==> src/rtl/bus_fill_arbiter_pkg.sv <==
// Shared definitions for bus_fill_arbiter: fill modes, FSM states, idle bus value.
// Optional feature macro: ARB_TRISTATE_EN (tri-state idle value and z fill for mode 11).
package bus_fill_arbiter_pkg;

    localparam logic [1:0] FILL_ZERO = 2'b00;
    localparam logic [1:0] FILL_SIGN = 2'b01;
    localparam logic [1:0] FILL_ONES = 2'b10;
    localparam logic [1:0] FILL_Z    = 2'b11;

    typedef enum logic [1:0] {
        ST_IDLE  = 2'b00,
        ST_DRIVE = 2'b01,
        ST_TURN  = 2'b10
    } state_t;

`ifdef ARB_TRISTATE_EN
    localparam logic [31:0] IDLE_VALUE = 32'hzzzz_zzzz;
`else
    localparam logic [31:0] IDLE_VALUE = 32'h0000_0000;
`endif

    // Value of every upper bit for a given fill mode and data MSB.
    function automatic logic fill_bit(input logic [1:0] mode, input logic msb);
        logic b;
        case (mode)
            FILL_ZERO: b = 1'b0;
            FILL_SIGN: b = msb;
            FILL_ONES: b = 1'b1;
`ifdef ARB_TRISTATE_EN
            FILL_Z:    b = 1'bz;
`else
            FILL_Z:    b = 1'b0;
`endif
            default:   b = 1'b0;
        endcase
        return b;
    endfunction

endpackage

==> src/rtl/bus_fill_arbiter_vec_extend.sv <==
// vec_extend_unit: widens DW-bit data to BW bits using the selected fill mode.
// Honours ARB_TRISTATE_EN through the package fill helper.
module vec_extend_unit
    import bus_fill_arbiter_pkg::*;
#(
    parameter int DW = 8,
    parameter int BW = 32
) (
    input  logic [DW-1:0] data,
    input  logic [1:0]    mode,
    output logic [BW-1:0] word
);

    // Replicate the fill bit across the upper BW-DW positions.
    always_comb begin
        word = {{(BW-DW){fill_bit(mode, data[DW-1])}}, data};
    end

endmodule

==> src/rtl/bus_fill_arbiter.sv <==
// Round-robin arbiter sharing one registered wide bus among NREQ narrow requesters.
// Optional feature macro: ARB_TRISTATE_EN (idle bus is all z, mode 11 fills with z).
module bus_fill_arbiter
    import bus_fill_arbiter_pkg::*;
#(
    parameter int NREQ      = 4,
    parameter int DW        = 8,
    parameter int BW        = 32,
    parameter int MAX_BEATS = 4
) (
    input  logic              clk,
    input  logic              rst,
    input  logic [NREQ-1:0]   req,
    input  logic [NREQ*DW-1:0] data_in,
    input  logic [NREQ*2-1:0] ext_mode,
    output logic [NREQ-1:0]   gnt,
    output logic [BW-1:0]     bus_out,
    output logic              bus_oe,
    output logic              busy
);

    localparam int OW  = (NREQ > 1) ? $clog2(NREQ) : 1;
    localparam int BCW = $clog2(MAX_BEATS + 1);
    localparam logic [BCW-1:0] LAST_BEAT = BCW'(MAX_BEATS - 1);

    state_t          state_r, state_nx_s;
    logic [NREQ-1:0] gnt_r, gnt_nx_s;
    logic [OW-1:0]   owner_r, owner_nx_s;
    logic [OW-1:0]   ptr_r, ptr_nx_s;
    logic [BCW-1:0]  beat_r, beat_nx_s;
    logic [BW-1:0]   bus_out_r, bus_out_nx_s;
    logic            bus_oe_r, bus_oe_nx_s;
    logic            busy_r, busy_nx_s;

    logic [OW-1:0]   win_s;
    logic            win_vld_s;
    logic [DW-1:0]   sel_data_s;
    logic [1:0]      sel_mode_s;
    logic            sel_req_s;
    logic [BW-1:0]   ext_word_s;
    logic [OW-1:0]   ptr_after_s;

    // Round-robin search: first set request at or after the pointer, wrapping.
    always_comb begin
        int idx;
        idx       = 0;
        win_s     = '0;
        win_vld_s = 1'b0;
        for (int k = 0; k < NREQ; k++) begin
            idx = int'(ptr_r) + k;
            if (idx >= NREQ) begin
                idx = idx - NREQ;
            end else begin
                idx = idx;
            end
            if (!win_vld_s && req[idx]) begin
                win_vld_s = 1'b1;
                win_s     = OW'(idx);
            end else begin
                win_s     = win_s;
            end
        end
    end

    // Owner-muxed request, data and fill mode.
    always_comb begin
        sel_data_s = '0;
        sel_mode_s = FILL_ZERO;
        sel_req_s  = 1'b0;
        for (int i = 0; i < NREQ; i++) begin
            if (owner_r == OW'(i)) begin
                sel_data_s = data_in[i*DW +: DW];
                sel_mode_s = ext_mode[2*i +: 2];
                sel_req_s  = req[i];
            end else begin
                sel_data_s = sel_data_s;
            end
        end
    end

    vec_extend_unit #(
        .DW (DW),
        .BW (BW)
    ) u_ext (
        .data (sel_data_s),
        .mode (sel_mode_s),
        .word (ext_word_s)
    );

    // Pointer resumes just past the owner so every requester gets a turn.
    always_comb begin
        if (owner_r == OW'(NREQ - 1)) begin
            ptr_after_s = '0;
        end else begin
            ptr_after_s = owner_r + OW'(1);
        end
    end

    // Next-state and next-output logic.
    always_comb begin
        state_nx_s   = state_r;
        gnt_nx_s     = gnt_r;
        owner_nx_s   = owner_r;
        ptr_nx_s     = ptr_r;
        beat_nx_s    = beat_r;
        bus_out_nx_s = bus_out_r;
        bus_oe_nx_s  = bus_oe_r;
        case (state_r)
            ST_IDLE: begin
                if (win_vld_s) begin
                    state_nx_s = ST_DRIVE;
                    owner_nx_s = win_s;
                    beat_nx_s  = '0;
                    for (int i = 0; i < NREQ; i++) begin
                        gnt_nx_s[i] = (win_s == OW'(i));
                    end
                end else begin
                    state_nx_s = ST_IDLE;
                end
            end
            ST_DRIVE: begin
                if (sel_req_s) begin
                    bus_out_nx_s = ext_word_s;
                    bus_oe_nx_s  = 1'b1;
                    beat_nx_s    = beat_r + BCW'(1);
                    if (beat_r == LAST_BEAT) begin
                        state_nx_s = ST_TURN;
                        gnt_nx_s   = '0;
                    end else begin
                        state_nx_s = ST_DRIVE;
                    end
                end else begin
                    state_nx_s   = ST_TURN;
                    gnt_nx_s     = '0;
                    bus_oe_nx_s  = 1'b0;
                    bus_out_nx_s = IDLE_VALUE;
                end
            end
            ST_TURN: begin
                state_nx_s   = ST_IDLE;
                bus_oe_nx_s  = 1'b0;
                bus_out_nx_s = IDLE_VALUE;
                ptr_nx_s     = ptr_after_s;
            end
            default: begin
                state_nx_s   = ST_IDLE;
                gnt_nx_s     = '0;
                bus_oe_nx_s  = 1'b0;
                bus_out_nx_s = IDLE_VALUE;
            end
        endcase
        busy_nx_s = (state_nx_s != ST_IDLE);
    end

    // State and output registers with synchronous reset.
    always_ff @(posedge clk) begin
        if (rst) begin
            state_r   <= ST_IDLE;
            gnt_r     <= '0;
            owner_r   <= '0;
            ptr_r     <= '0;
            beat_r    <= '0;
            bus_out_r <= IDLE_VALUE;
            bus_oe_r  <= 1'b0;
            busy_r    <= 1'b0;
        end else begin
            state_r   <= state_nx_s;
            gnt_r     <= gnt_nx_s;
            owner_r   <= owner_nx_s;
            ptr_r     <= ptr_nx_s;
            beat_r    <= beat_nx_s;
            bus_out_r <= bus_out_nx_s;
            bus_oe_r  <= bus_oe_nx_s;
            busy_r    <= busy_nx_s;
        end
    end

    assign gnt     = gnt_r;
    assign bus_out = bus_out_r;
    assign bus_oe  = bus_oe_r;
    assign busy    = busy_r;

endmodule

==> config.mk <==
export PLATFORM = sky130hd
export DESIGN_NAME = bus_fill_arbiter
export DESIGN_NICKNAME = d
export VERILOG_FILES = /design/src/rtl/bus_fill_arbiter_pkg.sv /design/src/rtl/bus_fill_arbiter_vec_extend.sv /design/src/rtl/bus_fill_arbiter.sv
export SDC_FILE = /design/constraint.sdc
export NUM_CORES = 1
export LEC_CHECK = 0
export CORE_ASPECT_RATIO = 0.5
export CORE_MARGIN = 2
export CORE_UTILIZATION = 40
export DETAILED_ROUTE_END_ITERATION = 12
export PLACE_DENSITY = 0.75
export SLEW_MARGIN = 15
export SYNTH_ARGS = -nofsm -noshare
export SYNTH_HDL_FRONTEND = slang
export SYNTH_HIERARCHICAL = 1
export SYNTH_SLANG_ARGS = --single-unit
==> constraint.sdc <==
create_clock -name clk -period 2.7 [get_ports clk]
set_input_delay 0.27 -clock clk [delete_from_list [all_inputs] [get_ports clk]]
set_output_delay 0.27 -clock clk [all_outputs]
set_load 0.1 [all_outputs]
==> results of run 1 <==
cell type report:
class / instances / area, µm²
Clock buffer: 5 / 125
Timing Repair Buffer: 90 / 788
Fill cell: 514 / 2450
Multi-Input combinational cell: 156 / 1120
Clock inverter: 3 / 46.3
Tap cell: 73 / 91.3
Sequential cell: 47 / 941
Inverter: 7 / 26.3
layout by cell type, fill, tap and decap left out, drive strengths merged, types with 2 or more instances in the layout:
| master | synthesis | layout |
|---|---|---|
| dfxtp | 47 | 47 |
| clkdlybuf4s50 | 0 | 45 |
| buf | 35 | 45 |
| a22o | 32 | 32 |
| nand2 | 23 | 23 |
| nor2b | 16 | 16 |
| o31ai | 11 | 11 |
| a221oi | 10 | 10 |
| nor2 | 9 | 9 |
| inv | 7 | 8 |
| ha | 6 | 6 |
| clkbuf | 11 | 5 |
| or4 | 5 | 5 |
| a21oi | 4 | 4 |
| o21ai | 4 | 4 |
| nand4b | 4 | 4 |
| o211ai | 4 | 4 |
| mux2i | 4 | 4 |
| and3 | 3 | 3 |
| nand3 | 3 | 3 |
| nor3 | 3 | 3 |
| o21a | 2 | 2 |
routing by layer:
layer	part of all wire	routed length, µm
met4	0.0063	35
met1	0.46	2570
met3	0.044	245
met2	0.49	2750
met5	0	0
power groups by stage:
stage	Combinational [µW]	Clock, µW	Sequential (µW)
global route	1010	751	830
finish	961	704	820
global placement	950	0	831
detailed placement	963	0	833
CTS	963	715	819
floorplan	526	0	1230
sequential cells by signal, summed over array words and instances (netlist names):
register and count:
gnt 4, bus_out 32, ptr_r 2, state_r 2, beat_r 3, bus_oe 1
owner_r 2, busy 1
worst max path at each step:
stage          slack [ps]        from           to
3_3_place_gp          490  owner_r[1]   bus_out[9]
5_1_grt               200  owner_r[0]  bus_out[21]
2_1_floorplan         150  owner_r[1]  bus_out[10]
3_5_place_dp          490  owner_r[0]  bus_out[24]
6_report              450  owner_r[0]  bus_out[18]
4_1_cts               460  owner_r[0]  bus_out[18]
metrics by stage:
step | hold WS (ps) | setup slack (ps) | cell area, µm² | power [µW] | instances
floorplan | 445 | 153 | 2370 | 1750 | 256
global placement | 448 | 494 | 2970 | 1780 | 373
detailed placement | 451 | 485 | 2970 | 1800 | 373
CTS | 460 | 460 | 3140 | 2500 | 381
global route | 492 | 197 | 3140 | 2590 | 381
finish | 456 | 446 | 3140 | 2490 | 381
worst reg2reg max path, cell delays in order, from the launching register on:
cell and delay (ps):
dfxtp_1 400, inv_1 80, ha_1 420, nor2b_1 230
o31ai_1 310, nand2_1 110, mux2i_2 160, buf_4 290
a22o_1 200
kinds of logic (layout without fill, tap and decap cells):
family          after synthesis  after routing
simple gates                 72             72
buf+inv                      53            105
compound gates               73             73
fa+ha+maj                     6              6
flops                        47             47
mux                           5              5
==> impl_summary.txt, run 1 <==
----------------------------------------------------
[Status]
  Result of the run ... completed

[Power]
  Switch Pwr ... 993 µW
  Int Pwr ... 1490 µW
  Sequential power share ... 0.330
  Total leakage power ... 0.00127 µW
  Net Sw Frac ... 0.400
  IR drop worst, VDD ... 0.431 mV
  Comb power frac ... 0.387
  Relative contribution of the clock network to total power ... 0.283
  Total power per unit cell area ... 791 nW/µm²

[Yosys]
  Synthesis warning total ... 6
  Cell accounting for the most synthesized area ... dfxtp_1
  Count of unique library cells instantiated by Yosys ... 36
  Flip-flop and latch count after synthesis ... 47
  Combinational family with the most area after synthesis ... compound AO/OA/AOI/OAI gates
  Biggest area contributors in the synthesized netlist ... dfxtp_1, a22o_1, buf_4
  Average instance area after synthesis ... 9.26 µm²
  Cell area after synthesis ... 2370 µm²
  Mux cell area share after synthesis ... 0.0216
  Portion of the post-synthesis area used by sequential elements ... 0.397
  Syn Inst Count ... 256
  Synth cell count leaders ... dfxtp_1, a22o_1, buf_4
  Top FF cell, synth ... dfxtp_1
  Syn Nets ... 308
  Post-synthesis share of cell area spent on and, or, nand and nor gates ... 0.166
  Most used standard cell by instance count after synthesis ... dfxtp_1
  Post-synthesis async set-or-reset flop share ... 0
  Adder-Cell Fraction of Synth Area ... 0.0317
  Number of flops mapped to enable cells by yosys ... 0
  Post-synthesis compound-gate area fraction ... 0.248
  Xor and xnor area share after synthesis ... 0
  Portion of synthesized cell area occupied by the leading cell type ... 0.397

[Global route]
  Largest net degree at the start of global routing ... 33
  Number of antenna violations at the first check in global routing ... 0
  Met2 routing resource usage after global routing ... 0.279
  Total global routing overflow ... 0
  GRT Total Usage ... 0.167
  M1 GR Usage ... 0.220
  First-pass GRT wire length ... 8880 µm
  Most Crowded Layer GR ... met2
  Vias in the first global route ... approximately 1,900
  Met3 usage in global routing ... 0.0474

[Place]
  Post-DP HPWL ... 4260 µm
  Routability congestion estimate from global placement ... 0.878
  # port buffers ... between 80 and 90

[Timing]
  RSZ-0062 raised after global routing ... false
  Minimum clock period after layout ... 2250 ps
  Final number of setup-violating endpoints ... 0
  Max_slew headroom ... 0.554
  Sum Neg Setup Slack ... 0 ps
  Peak Freq ... approximately 440 MHz
  Pins over their slew limit ... 0
  Number of endpoints with negative hold slack in the final report ... 0
  Period Utilization, post-route ... 0.835
  Worst-case clock skew ... ~3.7 ps
  Worst slew pin tran ... 651 ps

[Hold path]
  Worst hold path type ... reg -> reg
  Hold Path Depth ... 2
  Worst Hold Launch ... bus_oe
  End of the worst hold path ... bus_oe

[Setup path]
  Worst setup SP type ... flop
  Endpoint of the worst register-to-register path ... bus_out[18]
  CP max FO ... 24
  Register-to-register path setup slack ... between 400 and 500 ps
  Critical path cell sequence ... inv_1, ha_1, nor2b_1, o31ai_1, nand2_1, mux2i_2, buf_4, a22o_1
  CP delay by family, top ... compound AO/OA/AOI/OAI gates
  Critical path buffer and inverter count ... 2
  Crit-path slowest cell ... ha_1
  Critical Path AT ... 2480 ps
  Biggest cell delay along the critical path ... 420 ps
  Path depth of the worst reg2reg path ... 8
  Crit path depth ... 8
  Critical Setup Path Class ... reg -> reg
  Launch instance of the worst register-to-register path ... owner_r[0]
  Critical Path Sink Type ... flop
  Data required time of the critical path ... 2930 ps

[Clock tree]
  Resize count post-CTS ... 0
  Longest Clk Path Bufs ... 2
  Num CTS Buffers ... 5
  # hold bufs at CTS ... 0
  Clock-pin transition on the worst setup and hold timing paths ... ~60 ps
  Deepest level of the CTS H-tree ... 2
  Clock tree root driver cell ... clkbuf_16
  Worst-Skew Late Latency ... 280 ps
  CTS tree ... built
  TritonCTS sink count ... 47
  Post-CTS Setup Inserts ... 0

[Die]
  Initial Util ... 0.424
  Die boundary width ... 113 µm
  Die extent in y ... 58.4 µm
  Core Rows ... 19
  Count of boundary I/O pins ... between 80 and 90
  Standard cell core area ... between 5000 and 6000 µm²
  DIE AREA ... 6590 µm²

[Route]
  Vias ... 1,995
  Routed wire per std cell ... about 15 µm
  Antenna-violating nets left ... 0
  Post-detailed-route DRC marker count ... 0
  Number of vias per cell after detailed routing ... 5.24
  DRC marker count from the first detailed-route iteration ... 55
  Total Routed Length ... 5600 µm
  Pre-Repair DR Iteration Count ... 4

[Layout]
  Fraction of the core area covered by cells at the end of the flow ... 0.562
  Share of final-layout standard cells stronger than drive strength 1 ... 0.195
  Nets ... about 360
  Number of antenna cells inserted ... 0
  Relative area change from synthesis to final layout ... 32.5%

[Flow run]
  Max-Cap Viols ... 0

----------------------------------------------------
Note: power is estimated with default switching activity, not from simulation.
==> inputs of run 2 (changes only) <==
clock period = 1.8 ns   (was 2.7 ns; I/O delays follow)
==> impl_summary.txt, run 2 (synthesized netlist as in run 1, its figures left out) <==
----------------------------------------------------
[Timing]
  Worst Slack Setup Final ... -194 ps (-640 ps)
  Peak Freq ... 501 MHz (+13%)
  Period Utilization, post-route ... 1.11 (+0.273)
  Minimum clock period after layout ... 1990 ps (-260 ps)
  Worst-case clock skew ... 6.30 ps (+2.57 ps)
  Final number of setup-violating endpoints ... 36 (+36)
  Number of endpoints with negative hold slack in the final report ... 0 (unchanged)
  RSZ-0062 raised after global routing ... true
  Worst slew pin tran ... 465 ps (-187 ps)
  Sum Neg Setup Slack ... -4740 ps (-4740 ps)
  Pins over their slew limit ... 0 (unchanged)
  Max_slew headroom ... 0.686 (+0.131)

[Die]
  Core Rows ... 19 (unchanged)
  Standard cell core area ... 5590 µm² (unchanged)
  Count of boundary I/O pins ... 84 (unchanged)
  Die extent in y ... 58.4 µm (unchanged)
  Die boundary width ... 113 µm (unchanged)
  DIE AREA ... 6590 µm² (unchanged)
  Initial Util ... 0.424 (unchanged)

[Clock tree]
  CTS tree ... built
  Worst-Skew Late Latency ... 290 ps (about the same)
  Longest Clk Path Bufs ... 2 (unchanged)
  Num CTS Buffers ... 5 (unchanged)
  TritonCTS sink count ... 47 (unchanged)
  Clock tree root driver cell ... clkbuf_16
  Clock-pin transition on the worst setup and hold timing paths ... 60 ps (about the same)
  Deepest level of the CTS H-tree ... 2 (unchanged)
  # hold bufs at CTS ... 0 (unchanged)

[Route]
  Routed wire length on met3 ... 364 µm (+49%)
  Top routing layer in use ... met4
  Vias ... 2,402 (+20%)
  Length of routed wiring on met1 ... 3260 µm (+27%)
  Pre-Repair DR Iteration Count ... 4 (unchanged)
  Total Routed Length ... 7890 µm (+41%)
  DRC marker count from the first detailed-route iteration ... 91 (+65%)
  Post-detailed-route DRC marker count ... 0 (unchanged)
  Antenna-violating nets left ... 0 (unchanged)
  Routed wire per std cell ... 18.3 µm (+25%)
  Number of vias per cell after detailed routing ... 5.57 (+6.4%)
  Met2 routed wirelength ... 4170 µm (+51%)

[Place]
  Number of placed cells counting well taps ... 400 (+7.2%)
  Post-DP HPWL ... 4630 µm (+8.7%)
  Post-placement worst setup slack ... -481 ps (-966 ps)
  Routability congestion estimate from global placement ... 0.914 (+4.2%)
  # port buffers ... 83 (unchanged)

[Layout]
  Count of placed standard cells in the final layout, fillers left out ... 431 (+13%)
  Number of antenna cells inserted ... 0 (unchanged)
  Flip-flop count of the largest register after layout ... 32 (unchanged)
  Nets ... 409 (+14%)
  Share of final-layout standard cells stronger than drive strength 1 ... 0.372 (+0.177)
  Leading cell type in the layout, fill and taps excluded ... buf_4
  Relative area change from synthesis to final layout ... 62.1%
  Most used cells in the layout excluding fill and tap cells ... buf_4, dfxtp_1, clkdlybuf4s50_1

[Status]
  Result of the run ... finished, violations left
  Violations in the final reports ... setup timing

[Setup path]
  Critical Path AT ... 2220 ps (-260 ps)
  Data required time of the critical path ... 2020 ps (-910 ps)
  Crit-path slowest cell ... dfxtp_4
  Critical path buffer and inverter count ... 3 (+1)
  Worst setup SP type ... flop
  Critical Path Sink Type ... flop
  Critical path cell sequence ... inv_4, ha_4, nor2b_4, buf_6, a221oi_4, o31ai_4, mux2i_4, buf_12, a22o_1
  Biggest cell delay along the critical path ... 380 ps (-40 ps)
  CP delay by family, top ... compound AO/OA/AOI/OAI gates
  Critical Setup Path Class ... reg -> reg
  CP max FO ... 12 (-50%)

[Global route]
  Number of antenna violations at the first check in global routing ... 0 (unchanged)
  First-pass GRT wire length ... 12,600 µm (+42%)
  Vias in the first global route ... 2,509 (+34%)
  Largest net degree at the start of global routing ... 33 (unchanged)
  Total global routing overflow ... 0 (unchanged)
  GRT Total Usage ... 0.246 (+0.0794)

[Hold path]
  Worst hold path type ... reg -> reg

[Flow run]
  Max-Cap Viols ... 0 (unchanged)

[Power]
  Total leakage power ... 0.00161 µW (+26%)
  IR drop worst, VDD ... 0.767 mV (+78%)
  Total power per unit cell area ... 1120 nW/µm² (+42%)

----------------------------------------------------
run 2: cell count changes in the layout (fill, tap and decap cells not counted), sizes merged:
| cell | change |
|---|---|
| buf | +48 |
| bufbuf | +1 |
| clkbuf | +1 |
| clkinvlp | -1 |
| mux2i | +1 |
run 2: per-layer routing:
metal,global-route usage,vias to the layer above
met5,0,-
met4,0.0801,0
met3,0.0443,13
met2,0.476,77
met1,0.282,1188
li1,-,1124
run 2: layout make-up:
cell class                 instances  area [µm²]
fill                             355        1750
multi-input combinational        157        1320
timing repair buffer             139        1280
sequential                        47         948
clock buffer                       6         139
tap                               73        91.3
clock inverter                     2        38.8
inverter                           7        31.3
run 2: path summary, 6_finish.rpt:
check / startpoint / endpoint / slack (ps) / cells after the start
worst max-delay path: owner_r[1] / bus_out[19] / -190 / 9
worst min-delay path: bus_out[8] / bus_out[8] / 480 / 1
worst min register to register: bus_out[8] / bus_out[8] / 480 / 1
worst max register to register: owner_r[1] / bus_out[19] / -190 / 9
run 2: through the flow:
step	total power [µW]	util	instance area, µm²	hold slack, ps
floorplan	2660	-	2410	355
detailed placement	2840	0.575	3210	453
CTS	4260	0.687	3840	462
global route	4460	0.688	3840	501
finish	4320	0.688	3840	476
global placement	2810	0.575	3210	445
run 2: report_power, final:
| group | switching [µW] | internal [µW] |
|---|---|---|
| logic | 1220 | 771 |
| clock network | 405 | 698 |
| registers | 80.3 | 1150 |
| total | 1700 | 2620 |
run 2: what timing repair did:
| item | CTS | global route |
|---|---|---|
| endpoints found under the setup margin | 41 | 41 |
| resized for setup | 40 | 2 |
| setup buffers | 20 | 0 |
| gates cloned | 3 | 0 |
| pin swaps | 16 | 1 |
